==> src/rtl/ni_flit_packetizer.sv <==
// -----------------------------------------------------------------------------
// ni_flit_packetizer
//
// Request-side packetizer for the network interface. One transaction (payload
// plus routing fields) is accepted through a valid/ready handshake and is
// serialised onto a FLIT_WIDTH link as:
//   - one head flit : {flit count, flag, mode, dest, src}, zero-padded in the MSBs
//   - NUM_DATA_FLITS data flits : {payload slice, id}
//     (id=0 for body flits, id=1 for the tail flit)
// Packets may follow each other with no idle cycle: a new transaction is
// accepted in the same cycle as the tail handshake.
//
// Optional feature (macro NI_FLIT_PARITY_EN):
//   Adds flit_par_o, the even parity (XOR reduction) of flit_o. It is
//   registered alongside flit_o.
//
// Ports:
//   clk, rst      clock, asynchronous active-high reset
//   pkt_valid_i   transaction valid
//   pkt_ready_o   packetizer can accept a transaction (combinational)
//   pkt_data_i    payload, DATA_WIDTH bits
//   pkt_dest_i    destination node address
//   pkt_src_i     source node address
//   pkt_mode_i    3 mode bits
//   pkt_flag_i    2 flag bits
//   flit_valid_o  flit valid (registered)
//   flit_ready_i  downstream accepts the flit
//   flit_o        flit, FLIT_WIDTH bits (registered)
//   flit_par_o    even parity of flit_o (only with NI_FLIT_PARITY_EN)
//   busy_o        a packet is in flight
// -----------------------------------------------------------------------------
module ni_flit_packetizer #(
  parameter int DATA_WIDTH = 32,
  parameter int FLIT_WIDTH = 16,
  parameter int ADDR_WIDTH = 4,
  parameter int CNT_WIDTH  = 3
) (
  input  logic                  clk,
  input  logic                  rst,
  input  logic                  pkt_valid_i,
  output logic                  pkt_ready_o,
  input  logic [DATA_WIDTH-1:0] pkt_data_i,
  input  logic [ADDR_WIDTH-1:0] pkt_dest_i,
  input  logic [ADDR_WIDTH-1:0] pkt_src_i,
  input  logic [2:0]            pkt_mode_i,
  input  logic [1:0]            pkt_flag_i,
  output logic                  flit_valid_o,
  input  logic                  flit_ready_i,
  output logic [FLIT_WIDTH-1:0] flit_o,
`ifdef NI_FLIT_PARITY_EN
  output logic                  flit_par_o,
`endif
  output logic                  busy_o
);

  // Payload bits carried by each data flit (one bit is the body/tail id).
  localparam int P              = FLIT_WIDTH - 1;
  localparam int NUM_DATA_FLITS = (DATA_WIDTH + P - 1) / P;
  localparam int TOTAL_FLITS    = NUM_DATA_FLITS + 1;
  localparam int HEAD_BITS      = CNT_WIDTH + 5 + 2 * ADDR_WIDTH;
  localparam int BEAT_W         = $clog2(NUM_DATA_FLITS) + 1;
  // Payload zero-extended to a whole number of flit slices.
  localparam int PAD_W          = NUM_DATA_FLITS * P;

  localparam logic [BEAT_W-1:0]    LAST_BEAT = BEAT_W'(NUM_DATA_FLITS - 1);
  localparam logic [CNT_WIDTH-1:0] TOTAL_CNT = CNT_WIDTH'(TOTAL_FLITS);

  // Parameter sanity checks at elaboration time.
  generate
    if (TOTAL_FLITS > (2 ** CNT_WIDTH) - 1) begin : g_cnt_err
      $error("ni_flit_packetizer: TOTAL_FLITS does not fit in CNT_WIDTH");
    end
    if (HEAD_BITS > FLIT_WIDTH) begin : g_head_err
      $error("ni_flit_packetizer: head flit fields exceed FLIT_WIDTH");
    end
  endgenerate

  typedef enum logic [1:0] {
    ST_IDLE = 2'd0,
    ST_HEAD = 2'd1,
    ST_DATA = 2'd2
  } state_t;

  state_t                state_q, state_d;
  logic [BEAT_W-1:0]     beat_q, beat_d;
  logic [DATA_WIDTH-1:0] data_q, data_d;
  logic [FLIT_WIDTH-1:0] flit_q, flit_d;
  logic                  flit_valid_q, flit_valid_d;

  logic [PAD_W-1:0]      data_pad;
  logic [BEAT_W-1:0]     beat_inc;
  logic                  accept;

  assign data_pad = PAD_W'(data_q);
  assign beat_inc = beat_q + BEAT_W'(1);

  // Head flit built straight from the incoming transaction. It is stored in
  // flit_q at acceptance, so the routing fields need no separate registers.
  function automatic logic [FLIT_WIDTH-1:0] head_flit(
    input logic [ADDR_WIDTH-1:0] dest,
    input logic [ADDR_WIDTH-1:0] src,
    input logic [2:0]            mode,
    input logic [1:0]            flag
  );
    logic [FLIT_WIDTH-1:0] f;
    f = '0;
    f[HEAD_BITS-1:0] = {TOTAL_CNT, flag, mode, dest, src};
    return f;
  endfunction

  // Data flit for a given beat: payload slice in the upper bits, id in bit 0.
  function automatic logic [FLIT_WIDTH-1:0] data_flit(
    input logic [PAD_W-1:0]  pad,
    input logic [BEAT_W-1:0] beat
  );
    return {pad[int'(beat) * P +: P], (beat == LAST_BEAT)};
  endfunction

  // ---------------------------------------------------------------------------
  // State register
  // ---------------------------------------------------------------------------
  always_ff @(posedge clk or posedge rst) begin
    if (rst) begin
      state_q      <= ST_IDLE;
      beat_q       <= '0;
      data_q       <= '0;
      flit_q       <= '0;
      flit_valid_q <= 1'b0;
    end else begin
      state_q      <= state_d;
      beat_q       <= beat_d;
      data_q       <= data_d;
      flit_q       <= flit_d;
      flit_valid_q <= flit_valid_d;
    end
  end

  // ---------------------------------------------------------------------------
  // Next-state and output logic. flit_q/flit_valid_q only change on a
  // handshake or an acceptance, which keeps a stalled flit stable.
  // ---------------------------------------------------------------------------
  always_comb begin
    state_d      = state_q;
    beat_d       = beat_q;
    data_d       = data_q;
    flit_d       = flit_q;
    flit_valid_d = flit_valid_q;
    pkt_ready_o  = 1'b0;
    accept       = 1'b0;

    case (state_q)
      ST_IDLE: begin
        pkt_ready_o = 1'b1;
        accept      = pkt_valid_i;
      end

      ST_HEAD: begin
        if (flit_ready_i) begin
          state_d = ST_DATA;
          beat_d  = '0;
          flit_d  = data_flit(data_pad, BEAT_W'(0));
        end
      end

      ST_DATA: begin
        if (beat_q == LAST_BEAT) begin
          // The tail handshake frees the capture registers in this very cycle,
          // so the next transaction may be taken without a bubble.
          pkt_ready_o = flit_ready_i;
          if (flit_ready_i) begin
            state_d      = ST_IDLE;
            beat_d       = '0;
            flit_d       = '0;
            flit_valid_d = 1'b0;
            accept       = pkt_valid_i;
          end
        end else if (flit_ready_i) begin
          beat_d = beat_inc;
          flit_d = data_flit(data_pad, beat_inc);
        end
      end

      default: begin
        state_d      = ST_IDLE;
        beat_d       = '0;
        flit_d       = '0;
        flit_valid_d = 1'b0;
      end
    endcase

    if (accept) begin
      state_d      = ST_HEAD;
      data_d       = pkt_data_i;
      flit_d       = head_flit(pkt_dest_i, pkt_src_i, pkt_mode_i, pkt_flag_i);
      flit_valid_d = 1'b1;
    end
  end

  assign flit_o       = flit_q;
  assign flit_valid_o = flit_valid_q;
  assign busy_o       = (state_q != ST_IDLE);

`ifdef NI_FLIT_PARITY_EN
  // Parity is computed from the next flit so it lands in the same cycle.
  logic par_q;

  always_ff @(posedge clk or posedge rst) begin
    if (rst) begin
      par_q <= 1'b0;
    end else begin
      par_q <= ^flit_d;
    end
  end

  assign flit_par_o = par_q;
`endif

endmodule

==> config.mk <==
export PLATFORM = sky130hd
export DESIGN_NAME = ni_flit_packetizer
export DESIGN_NICKNAME = d
export VERILOG_FILES = /design/src/rtl/ni_flit_packetizer.sv
export SDC_FILE = /design/constraint.sdc
export NUM_CORES = 1
export LEC_CHECK = 0
export CORE_UTILIZATION = 35
export DETAILED_ROUTE_END_ITERATION = 7
export SYNTH_ARGS = -nofsm -noshare
export SYNTH_HDL_FRONTEND = slang
export SYNTH_SLANG_ARGS = --single-unit
==> constraint.sdc <==
create_clock -name clk -period 2.9 [get_ports clk]
set_input_delay 0.29 -clock clk [delete_from_list [all_inputs] [get_ports clk]]
set_output_delay 0.29 -clock clk [all_outputs]
set_load 0.01 [all_outputs]
==> results.sh, run 1 <==
export IMPL_status="completed"
export IMPL_synth_edf_count=0
export IMPL_grt_start_max_net_pins=55
export IMPL_antenna_diode_count=0
export IMPL_reg2regPathDepth=5
export IMPL_dpl_hpwl_um=5000
export IMPL_yosysWarningCount=0
export IMPL_reg2reg_to="flit_o[15]"
export IMPL_drc_errors=0
export IMPL_crit_type="reg -> out"
export IMPL_dr_pass1_iters=4
export IMPL_grt_pass1_vias=2372
export IMPL_cts_root_buf="clkbuf_8"
export IMPL_rows=31
export IMPL_critical_path_required_ns=2.61
export IMPL_cts_tree="done"
export IMPL_clkSlewWorstSetupHoldPaths_ns=0.10
export IMPL_period_share=0.846
export IMPL_grt_first_pass_wirelength_um=11300
export IMPL_finalWirelength_um=6900
export IMPL_cp_end_kind="output port"
export IMPL_crit_family="buffers and inverters"
export IMPL_h_tree_depth=2
export IMPL_wl_per_cell_um=14.8
export IMPL_max_stage_delay_ns=0.49
export IMPL_p_leak_nw=1.57
export IMPL_powerDensity_mw_per_mm2=971
export IMPL_die_h_um=89.3
export IMPL_postCtsHoldBufs=0
export IMPL_numCtsBuffers=5
export IMPL_crit_chain="inv_1, ha_1, and4b_1, or2_2, clkdlybuf4s50_1"
export IMPL_netlist_instances=302
export IMPL_synthFlopType="dfrtp_1"
export IMPL_slowest_stage="clkdlybuf4s50_1"
export IMPL_syn2layout_area_growth_pct=33.1
export IMPL_synth_fa_ha_area_frac=0.0281
export IMPL_worst_slew_pin_slew_ns=0.851
export IMPL_synth_nets=357
export IMPL_fillers=757
export IMPL_cts_sinks=54
export IMPL_max_clock_freq_ghz=0.408
export IMPL_synth_xor_area_frac=0.00328
export IMPL_insertion_delay_ns=0.32
export IMPL_first_iter_violations=97
export IMPL_muxShareOfSynthArea=0.0206
export IMPL_syn_area_per_cell_um2=8.83
export IMPL_maxCapViolCount=0
export IMPL_synth_sequential_area_ratio=0.507
export IMPL_synth_area_leaders="dfrtp_1, nand2_1, o2111ai_1"
export IMPL_hold_viol_final=0
export IMPL_crit_buf_inv=2
export IMPL_hold_class="in -> async"
export IMPL_cts_repair_resize_count=0
export IMPL_overflow=0
export IMPL_post_cts_setup_buffer_count=0
export IMPL_die_w_um=89.3
export IMPL_clock_skew_ns=0.0126
export IMPL_final_max_slew_violation_count=0
export IMPL_reg2reg_from="state_q[0]"
export IMPL_placed_cell_area_mm2=0.00343
export IMPL_track_usage=0.188
export IMPL_antenna_found_initial=0
export IMPL_max_vdd_ir_drop_v=0.000324
export IMPL_fp_dieArea_mm2=0.00797
export IMPL_ys_ff_latch=54
export IMPL_yosysTopAreaCellShare=0.507
export IMPL_core_mm2=0.00729
export IMPL_synth_compound_area_frac=0.157
export IMPL_syn_area_mm2=0.00267
export IMPL_via_per_inst=5.02
export IMPL_io_buffers=67
export IMPL_rsz0062_at_grt="no"
export IMPL_crit_fanout=9
export IMPL_pin_count=68
export IMPL_fin_crit_ns=2.45
export IMPL_synthArstFlopShare=1.00
export IMPL_slew_headroom=0.431
export IMPL_nets=420
export IMPL_synth_largest_area_cell="dfrtp_1"
export IMPL_worstSetupStartpointType="flop"
export IMPL_synth_top_family_by_area="simple AND/OR/NAND/NOR gates"
export IMPL_dr_total_vias=2332
export IMPL_setup_violations=0
export IMPL_start_util=0.366
export IMPL_detail_route_antenna_nets=0
export IMPL_cts_buffer_depth=2
export IMPL_ff2ff_setup_slack_ns=0.64
export IMPL_synthSimpleGateAreaFrac=0.235
export IMPL_post_synth_num_cell_types=42
export IMPL_setup_tns_final_ns=0
export IMPL_fin_area_mm2=0.00355
export IMPL_place_gp_congestion=0.823
export IMPL_drive_gt1_frac=0.0710
export IMPL_arrival_ns=2.16
==> kinds of logic after synthesis <==
kind of cell / after synthesis
compound gates: 61
xor+xnor: 1
fa+ha+maj: 6
buf+inv: 27
flops: 54
mux: 5
simple gates: 148
==> where the power goes <==
group / internal, mW / leakage [nW] / switching (mW)
registers: 1.10 / 0.677 / 0.206
clock network: 0.263 / 0.0563 / 0.271
logic: 0.703 / 0.841 / 0.909
==> registers in the layout, summed over array words and instances (netlist names) <==
| register | count |
|---|---|
| state_q | 2 |
| data_q | 32 |
| beat_q | 3 |
| flit_o | 16 |
| flit_valid_o | 1 |
==> stage by stage <==
step	hold WS (ns)	total power, mW	setup WS (ns)	instances	utilization
floorplan	0.395	2.31	1.02	302	-
global placement	0.463	2.91	0.714	457	0.471
detailed placement	0.460	2.95	0.670	457	0.471
CTS	0.347	3.49	0.426	465	0.487
global route	0.366	3.73	0.326	465	0.487
finish	0.329	3.45	0.447	465	0.487
==> synthesized netlist by cell type (all sizes together), types with 2 or more instances <==
cell type,count
nand3,14
buf,10
mux2,4
o21ai,9
or3,3
nor2b,3
ha,6
nand2,105
inv,7
clkbuf,9
a21oi,15
o2111ai,10
and3,2
nor2,12
and2,2
dfrtp,54
a22oi,2
o21a,2
a31oi,13
o211ai,3
==> how the worst max path moves through the flow <==
stage | startpoint | endpoint | slack [ns] | cells after the start
floorplan | beat_q[0] | flit_o[3] | 1.02 | 7
global placement | state_q[1] | flit_o[14] | 0.71 | 5
detailed placement | beat_q[0] | flit_o[3] | 0.67 | 6
CTS | beat_q[0] | pkt_ready_o | 0.43 | 5
global route | beat_q[0] | pkt_ready_o | 0.33 | 5
finish | beat_q[0] | pkt_ready_o | 0.45 | 5
==> final cells by class <==
class / instances / area (um2) / share of cell area
clock buffers: 5 / 68.8 / 0.0194
clock inverters: 3 / 48.8 / 0.0137
inverters: 8 / 30.0 / 0.00846
multi-input cells: 221 / 1180 / 0.334
flip-flops and latches: 54 / 1350 / 0.381
well taps: 99 / 124 / 0.0349
repair buffers: 75 / 743 / 0.209
==> worst register-to-register path: cells and delay by family (launching register included) <==
kind	cells	cell delay, ns
buffers and inverters	1	0.07
DFF	1	0.38
adders and majority gates	1	0.40
AOI/OAI and AO/OA	2	0.62
and+or+nand+nor	1	0.72
==> metal layers <==
layer / up-vias / GRT usage / share of wire / wire (um)
li1: 1149 / - / - / -
met1: 1128 / 0.248 / 0.48 / 3290
met2: 47 / 0.320 / 0.48 / 3280
met3: 8 / 0.0379 / 0.037 / 252
met4: 0 / 0.0418 / 0.012 / 80
met5: - / 0 / 0 / 0
==> placed cells by master, fill, tap and decap left out, types with 2 or more instances in the layout <==
cell             count
or3_1                2
a22oi_1              2
nand3_1             14
buf_4                7
dfrtp_1             54
ha_1                 6
and3_1               2
clkbuf_8             5
o211ai_1             3
inv_1                6
o21ai_0              7
nand2_1            105
nor2b_1              3
o2111ai_1           10
and2_1               2
a21oi_1             15
nor2_1              12
o21a_1               2
clkdlybuf4s50_1     67
a31oi_1             13
mux2_2               4
Note: power is estimated with default switching activity, not from simulation.
==> inputs of run 2 (changes only) <==
- clock period: 2.9 -> 2.4 ns (I/O delays scaled with it)
==> run 2 against run 1 <==
Compared with the run above: first-iteration DRC count rose by 18%; worst hold slack got worse by 0.0097 ns; clock power rose by 17%; worst setup slack got worse by 0.28 ns; sequential share of layout area fell by 0.37 points.
==> results.sh, run 2 (synthesis gave the netlist of run 1 again) <==
export IMPL_hold_viol_final=0
export IMPL_numCtsBuffers=5
export IMPL_antenna_diode_count=0
export IMPL_multiInputGateArea_mm2=0.00119
export IMPL_combPwrFrac=0.482
export IMPL_setup_tns_final_ns=0
export IMPL_layout_commonest_cell="nand2_1"
export IMPL_clock_skew_ns=0.00486
export IMPL_fp_dieArea_mm2=0.00797
export IMPL_p_sw_mw=1.69
export IMPL_ff2ff_setup_slack_ns=0.41
export IMPL_place_gp_congestion=0.835
export IMPL_die_w_um=89.3
export IMPL_p_seq_frac=0.370
export IMPL_wl_per_cell_um=14.9
export IMPL_crit_type="reg -> out"
export IMPL_intPower_mw=2.54
export IMPL_cts_tree="done"
export IMPL_start_util=0.366
export IMPL_sw_frac_of_total=0.400
export IMPL_cts_buffer_depth=2
export IMPL_reg2regPathDepth=7
export IMPL_antenna_found_initial=0
export IMPL_final_cell_mix="nand2_1, clkdlybuf4s50_1, dfrtp_1"
export IMPL_detail_route_antenna_nets=0
export IMPL_max_clock_freq_ghz=0.447
export IMPL_h_tree_depth=2
export IMPL_track_usage=0.190
export IMPL_grt_first_pass_wirelength_um=11400
export IMPL_placed_cell_area_mm2=0.00347
export IMPL_dr_pass1_iters=4
export IMPL_arrival_ns=2.00
export IMPL_finalWirelength_um=7000
export IMPL_core_mm2=0.00729
export IMPL_reg2reg_from="beat_q[0]"
export IMPL_syn2layout_area_growth_pct=34.4
export IMPL_die_h_um=89.3
export IMPL_powerDensity_mw_per_mm2=1180
export IMPL_cts_sinks=54
export IMPL_rsz0062_at_grt="no"
export IMPL_pin_count=68
export IMPL_regMostFlops="data_q"
export IMPL_p_leak_nw=1.60
export IMPL_fin_area_mm2=0.00359
export IMPL_crit_fanout=4
export IMPL_insertion_delay_ns=0.31
export IMPL_maxCapViolCount=0
export IMPL_largest_reg_flops=32
export IMPL_setup_violations=0
export IMPL_post_place_ws_ns=0.415
export IMPL_grt_start_max_net_pins=29
export IMPL_drive_gt1_frac=0.0863
export IMPL_period_share=0.932
export IMPL_critical_path_required_ns=2.16
export IMPL_clockPowerShare=0.148
export IMPL_fillers=747
export IMPL_overflow=0
export IMPL_clkSlewWorstSetupHoldPaths_ns=0.10
export IMPL_status="completed"
export IMPL_fin_crit_ns=2.24
export IMPL_final_setup_worst_slack_ns=0.163
export IMPL_cp_end_kind="output port"
export IMPL_postCtsHoldBufs=0
export IMPL_drc_errors=0
export IMPL_cts_root_buf="clkbuf_8"
export IMPL_dr_total_vias=2369
export IMPL_via_per_inst=5.04
export IMPL_reg2reg_to="flit_o[9]"
export IMPL_post_cts_setup_buffer_count=0
export IMPL_final_max_slew_violation_count=0
export IMPL_rows=31
export IMPL_grt_pass1_vias=2347
export IMPL_seqCellArea_mm2=0.00135
export IMPL_dpl_hpwl_um=5060
export IMPL_io_buffers=67
export IMPL_slew_headroom=0.593
export IMPL_post_route_util=0.492
export IMPL_max_vdd_ir_drop_v=0.000447
export IMPL_worst_slew_pin_slew_ns=0.610
export IMPL_worstSetupStartpointType="flop"
export IMPL_nets=425
export IMPL_first_iter_violations=114
export IMPL_hold_class="in -> async"
## run 2: timing repair
action / CTS / global route
hold endpoints to repair: 0 / 0
gates resized for setup: 0 / 1
endpoints found under the setup margin: 0 / 1
## run 2: power groups by stage
stage | clock, mW | sequential [mW] | combinational (mW)
floorplan | 0 | 1.58 | 1.21
global placement | 0 | 1.59 | 2.02
detailed placement | 0 | 1.58 | 2.04
CTS | 0.642 | 1.57 | 2.04
global route | 0.673 | 1.61 | 2.28
finish | 0.626 | 1.57 | 2.04
## run 2: area by class of cell
class                           count  area share
Inverter                            8     0.00837
Multi-Input combinational cell    221       0.331
Clock buffer                        5      0.0192
Tap cell                           99      0.0345
Clock inverter                      3      0.0122
Timing Repair Buffer               80       0.218
Sequential cell                    54       0.377
## run 2: routing by layer
| layer | share of wire | global-route usage |
|---|---|---|
| met5 | 0 | 0 |
| met4 | 0.0090 | 0.0548 |
| met3 | 0.054 | 0.0305 |
| met2 | 0.49 | 0.323 |
| met1 | 0.45 | 0.252 |
## run 2: stage by stage
stage	cells	hold WS, ns	power (mW)
floorplan	302	0.345	2.79
global placement	462	0.453	3.61
detailed placement	462	0.457	3.63
CTS	470	0.335	4.26
global route	470	0.369	4.57
finish	470	0.320	4.23
## run 2: worst max path at each step
stage	slack, ns	cells past startpoint	from	to
2_1_floorplan	0.51	7	beat_q[0]	flit_o[3]
3_3_place_gp	0.41	6	flit_ready_i	flit_o[2]
3_5_place_dp	0.42	7	beat_q[0]	flit_o[6]
4_1_cts	0.09	5	state_q[0]	pkt_ready_o
5_1_grt	0.03	5	state_q[0]	pkt_ready_o
6_report	0.16	4	beat_q[1]	pkt_ready_o
## run 2: worst max-delay path, cell delays in order, from the launching register on
cell,delay [ns]
dfrtp_1,0.44
ha_1,0.25
and4b_1,0.25
or2_2,0.27
clkdlybuf4s50_1,0.47
